`src/rtl/alu_arbiter.sv`:
```
// Two-requester round-robin front end for a shared combinational ALU.
// Each accepted operation takes IDLE -> EXEC -> RESP and returns its result/flags to the owner.
module alu_arbiter #(
    parameter int WIDTH = 32
) (
    input  logic             clk,
    input  logic             rst_n,
    input  logic             req0_valid,
    input  logic             req1_valid,
    output logic             req0_ready,
    output logic             req1_ready,
    input  logic [3:0]       req0_op,
    input  logic [3:0]       req1_op,
    input  logic [WIDTH-1:0] req0_a,
    input  logic [WIDTH-1:0] req0_b,
    input  logic [WIDTH-1:0] req1_a,
    input  logic [WIDTH-1:0] req1_b,
    input  logic             req0_ci,
    input  logic             req1_ci,
    input  logic             req0_s,
    input  logic             req1_s,
    output logic [3:0]       alu_op,
    output logic [WIDTH-1:0] alu_a,
    output logic [WIDTH-1:0] alu_b,
    output logic             alu_ci,
    input  logic [WIDTH-1:0] alu_y,
    input  logic             alu_n,
    input  logic             alu_z,
    input  logic             alu_v,
    input  logic             alu_co,
    output logic             rsp0_valid,
    output logic             rsp1_valid,
    output logic [WIDTH-1:0] rsp_y,
    output logic [3:0]       rsp_nzvc,
    output logic [3:0]       flags,
    output logic             busy
);

    localparam logic [1:0] IDLE = 2'd0;
    localparam logic [1:0] EXEC = 2'd1;
    localparam logic [1:0] RESP = 2'd2;

    logic [1:0] state_reg;
    logic [1:0] state_next;
    logic       last_grant_reg;
    logic       s_reg;
    logic       id_reg;
    logic       grant;
    logic       handshake;

    // On a tie the requester that did not win last time gets the slot.
    always_comb begin
        grant = 1'b0;
        if (req0_valid && req1_valid) begin
            grant = ~last_grant_reg;
        end else if (req1_valid) begin
            grant = 1'b1;
        end
    end

    assign handshake  = (state_reg == IDLE) && (req0_valid || req1_valid);
    assign req0_ready = handshake && !grant;
    assign req1_ready = handshake && grant;

    always_comb begin
        state_next = state_reg;
        case (state_reg)
            IDLE:    if (handshake) state_next = EXEC;
            EXEC:    state_next = RESP;
            RESP:    state_next = IDLE;
            default: state_next = IDLE;
        endcase
    end

    always_ff @(posedge clk or negedge rst_n) begin
        if (!rst_n) begin
            state_reg      <= IDLE;
            last_grant_reg <= 1'b1;
            s_reg          <= 1'b0;
            id_reg         <= 1'b0;
            alu_op         <= '0;
            alu_a          <= '0;
            alu_b          <= '0;
            alu_ci         <= 1'b0;
            rsp_y          <= '0;
            rsp_nzvc       <= '0;
            flags          <= '0;
        end else begin
            state_reg <= state_next;
            if (handshake) begin
                last_grant_reg <= grant;
                id_reg         <= grant;
                s_reg          <= grant ? req1_s  : req0_s;
                alu_op         <= grant ? req1_op : req0_op;
                alu_a          <= grant ? req1_a  : req0_a;
                alu_b          <= grant ? req1_b  : req0_b;
                alu_ci         <= grant ? req1_ci : req0_ci;
            end
            // The ALU has had the whole EXEC cycle to settle on the latched operands.
            if (state_reg == EXEC) begin
                rsp_y    <= alu_y;
                rsp_nzvc <= {alu_n, alu_z, alu_v, alu_co};
                if (s_reg) begin
                    flags <= {alu_n, alu_z, alu_v, alu_co};
                end
            end
        end
    end

    assign rsp0_valid = (state_reg == RESP) && !id_reg;
    assign rsp1_valid = (state_reg == RESP) && id_reg;
    assign busy       = (state_reg != IDLE);

endmodule

```
`config.mk`:
```
export PLATFORM = sky130hd
export DESIGN_NAME = alu_arbiter
export DESIGN_NICKNAME = d
export VERILOG_FILES = /design/src/rtl/alu_arbiter.sv
export SDC_FILE = /design/constraint.sdc
export NUM_CORES = 1
export LEC_CHECK = 0
export BUFFER_PORTS_ARGS = -buffer_cell sky130_fd_sc_hd__buf_2
export CELL_PAD_IN_SITES_DETAIL_PLACEMENT = 1
export CELL_PAD_IN_SITES_GLOBAL_PLACEMENT = 1
export CORE_UTILIZATION = 36
export CTS_CLUSTER_DIAMETER = 80
export CTS_CLUSTER_SIZE = 8
export DETAILED_ROUTE_END_ITERATION = 6
export HOLD_SLACK_MARGIN = 0.1
export PLACE_DENSITY = 0.9
export RECOVER_POWER = 50
export SETUP_SLACK_MARGIN = 0.05
export SYNTH_ARGS = -nofsm -noshare
export SYNTH_HDL_FRONTEND = slang
export SYNTH_SLANG_ARGS = --single-unit
```
`constraint.sdc`:
```
create_clock -name clk -period 4.7 [get_ports clk]
set_input_delay 0.235 -clock clk [delete_from_list [all_inputs] [get_ports clk]]
set_output_delay 0.235 -clock clk [all_outputs]
set_load 0.01 [all_outputs]
```
==> summary.md <==
| Metric | Value |
|---|---|
| Cell area power density | `669 mW/mm^2` |
| FFs w/ async S/R, synth | `between 90% and 100%` |
| Startpoint class of the critical path | `flop` |
| DP HPWL | `~12,000 um` |
| CP arrival | `between 2 and 3 ns` |
| Die H | `124 um` |
| Post-DP Area | `about 0.007 mm^2` |
| Drt total wl | `between 15,000 and 20,000 um` |
| Final Hold Viols | `0` |
| # Max-Cap Violations | `1` |
| Initial antenna violation count | `0` |
| Clk buf depth | `2` |
| Worst-Margin Slew | `between 1.5 and 2 ns` |
| Crit Path Category | `flop to flop` |
| Pins Over Slew Limit | `38` |
| Hold Buf Count CTS | `38` |
| Die ar. | `0.0154 mm^2` |
| Failing checks | `capacitance limit, slew limit` |
| Yosys top cell by area | `dfrtp_1` |
| RSZ-0062 raised after global routing | `false` |
| Clock Tree Root | `clkbuf_16` |
| Final hold slack | `~0.16 ns` |
| Layout Utilization | `approximately 54%` |
| GRT Util Overall | `between 20% and 30%` |
| Fin crit share | `between 50% and 60%` |
| Sequential area share after synthesis | `between 50% and 60%` |
| Mean routed wirelength per cell | `approximately 19 um` |
| Vias per cell | `4.81` |
| I/O Pins | `294` |
| Avg Cell Area, Syn | `13.3 um^2` |
| Distinct cells, synth | `19` |
| Clk pin slew, worst setup/hold paths | `roughly 0.050 ns` |
| H-tree depth | `4` |
| Top post-synthesis cells by count | `113 x dfrtp_1, 109 x nand2_1, 77 x mux2_2` |
| Layout cells sized above 1 | `about 49%` |
| Initial DRC count | `113` |
| Synth area leaders | `dfrtp_1 53%, mux2_4 19%, mux2_2 16%` |
| Routability cong. | `about 0.7` |
| Slew headroom | `-14.1%` |
| Pre-CTS setup slack | `approximately 2.2 ns` |
| First-pass GRT wire length | `approximately 28,000 um` |
| Routed Antenna Nets | `0` |
| Port-buffer cells | `293` |
| # placed instances | `864` |
| Initial Util | `around 37%` |
| Total gr overflow | `0` |
| Max Clock Freq | `0.376 GHz` |
| Primary FF master, synth | `dfrtp_1` |
| # DRC | `0` |
| Post-Layout Cell Count | `a little over 900` |
| Post-CTS Setup Inserts | `0` |
| Setup TNS | `0 ns` |
| Register bit total from synthesis | `about 110` |
| Capturing element type of the critical path | `flop` |
| Post-synth EDFFs | `0` |
| Syn Inst Count | `approximately 400` |
| Largest net degree at the start of global routing | `60` |
| Total CTS buffers | `17` |
| Top Registers | `alu_a: 32 flops, alu_b: 32 flops, rsp_y: 32 flops` |
| Mapped Nets | `a little under 600` |
| Leakage | `3.93 nW` |
| Tmin final | `between 2 and 3 ns` |
| Row count | `between 40 and 50` |
| Number of global-route vias before repair | `between 5,000 and 6,000` |
| Design area | `0.00784 mm^2` |
| CORE AREA | `0.0145 mm^2` |
| Post-synth top area share | `52.5%` |
| PostCTS Resize Cnt | `0` |
| CTS tree | `yes` |
| Max rail drop VDD | `approximately 0.57 mV` |
| Latest clock arrival within the worst-skew pair | `approximately 0.41 ns` |
| Die W | `around 120 um` |
| Tot Pwr | `roughly 5.2 mW` |
| Worst Slack Setup Final | `approximately 2 ns` |
| Status | `complete, but fails checks` |
| Hold WC Path Type | `primary input to flop` |
| CTS Sinks | `~110` |
| CP Data Required Time | `5.02 ns` |
| Drt first pass iters | `4` |
| Crit-path max FO | `37` |
| Ant diodes | `0` |
| Worst Skew | `a little under 0.009 ns` |
| Routed via count | `~4,500` |
| Yosys warning total | `0` |
| Mapped cell area | `0.00538 mm^2` |
| Nets@finish | `917` |
| Endpoints failing setup | `0` |
| Area Overhead vs Synth | `45.6%` |
| Top-count cell post-synth | `dfrtp_1` |
-- worst max-delay path, cell delays in order (launching register included) --
cell	delay, ns
dfrtp_1	0.39
nand2b_1	0.15
buf_4	0.25
inv_1	0.11
clkbuf_1	1.23
nand2_1	0.24
nand2_1	0.18
-- metal layers --
layer	GRT usage [%]	up-vias	wire length (um)
met2	44.4	220	9600
met3	7.26	50	1120
met5	0	-	0
li1	-	2034	-
met4	11.9	0	775
met1	24.1	2186	6400
-- logic make-up after synthesis --
family          share of synthesized area (%)
compound gates                          0.651
buf+inv                                  3.26
flops                                    53.0
mux                                      34.8
simple gates                             8.25
-- cell usage in the layout, fill, tap and decap left out, drive strengths merged --
cell type    synthesis  final
mux2               144    144
bufinv               0      3
o21a                 1      1
clkinv               0      5
dfrtp              113    113
o22ai                1      1
buf                 21    187
dfstp                1      1
a21oi                1      1
nor3b                2      2
clkbuf               3    135
a21bo                1      1
a31oi                1      1
dlygate4sd3          0     38
clkinvlp             0      1
nand2              109    109
nand2b               1      1
inv                  3      3
and2                 1      1
nor2                 2      2
-- path summary, 6_finish.rpt --
path                                          start                         end  slack, ns  cells after the start
max reg2reg                state_reg[1]$_DFFE_PN0P_        rsp_y[6]$_DFFE_PN0N_       2.04                      6
min in group asynchronous                     rst_n       alu_b[16]$_DFFE_PN0P_       0.45                      2
min                                      req1_valid  last_grant_reg$_DFFE_PN1P_       0.16                      3
max                        state_reg[1]$_DFFE_PN0P_        rsp_y[6]$_DFFE_PN0N_       2.04                      6
max in group asynchronous                     rst_n       alu_b[21]$_DFFE_PN0P_       2.99                      3
min reg2reg                   rsp_y[14]$_DFFE_PN0N_       rsp_y[14]$_DFFE_PN0N_       0.47                      2
-- where the power goes --
part           internal, mW  switching, mW
sequential             1.49          0.296
combinational         0.938           1.15
clock                 0.902          0.455
total                  3.33           1.91
-- layout make-up --
| cell class | count | area (um^2) |
|---|---|---|
| inverter | 3 | 11.3 |
| timing repair buffer | 337 | 1750 |
| sequential | 114 | 2850 |
| fill | 1627 | 6700 |
| tap | 184 | 230 |
| clock buffer | 23 | 498 |
| multi-input combinational | 264 | 2370 |
| clock inverter | 9 | 126 |
Note: power is estimated with default switching activity, not from simulation.
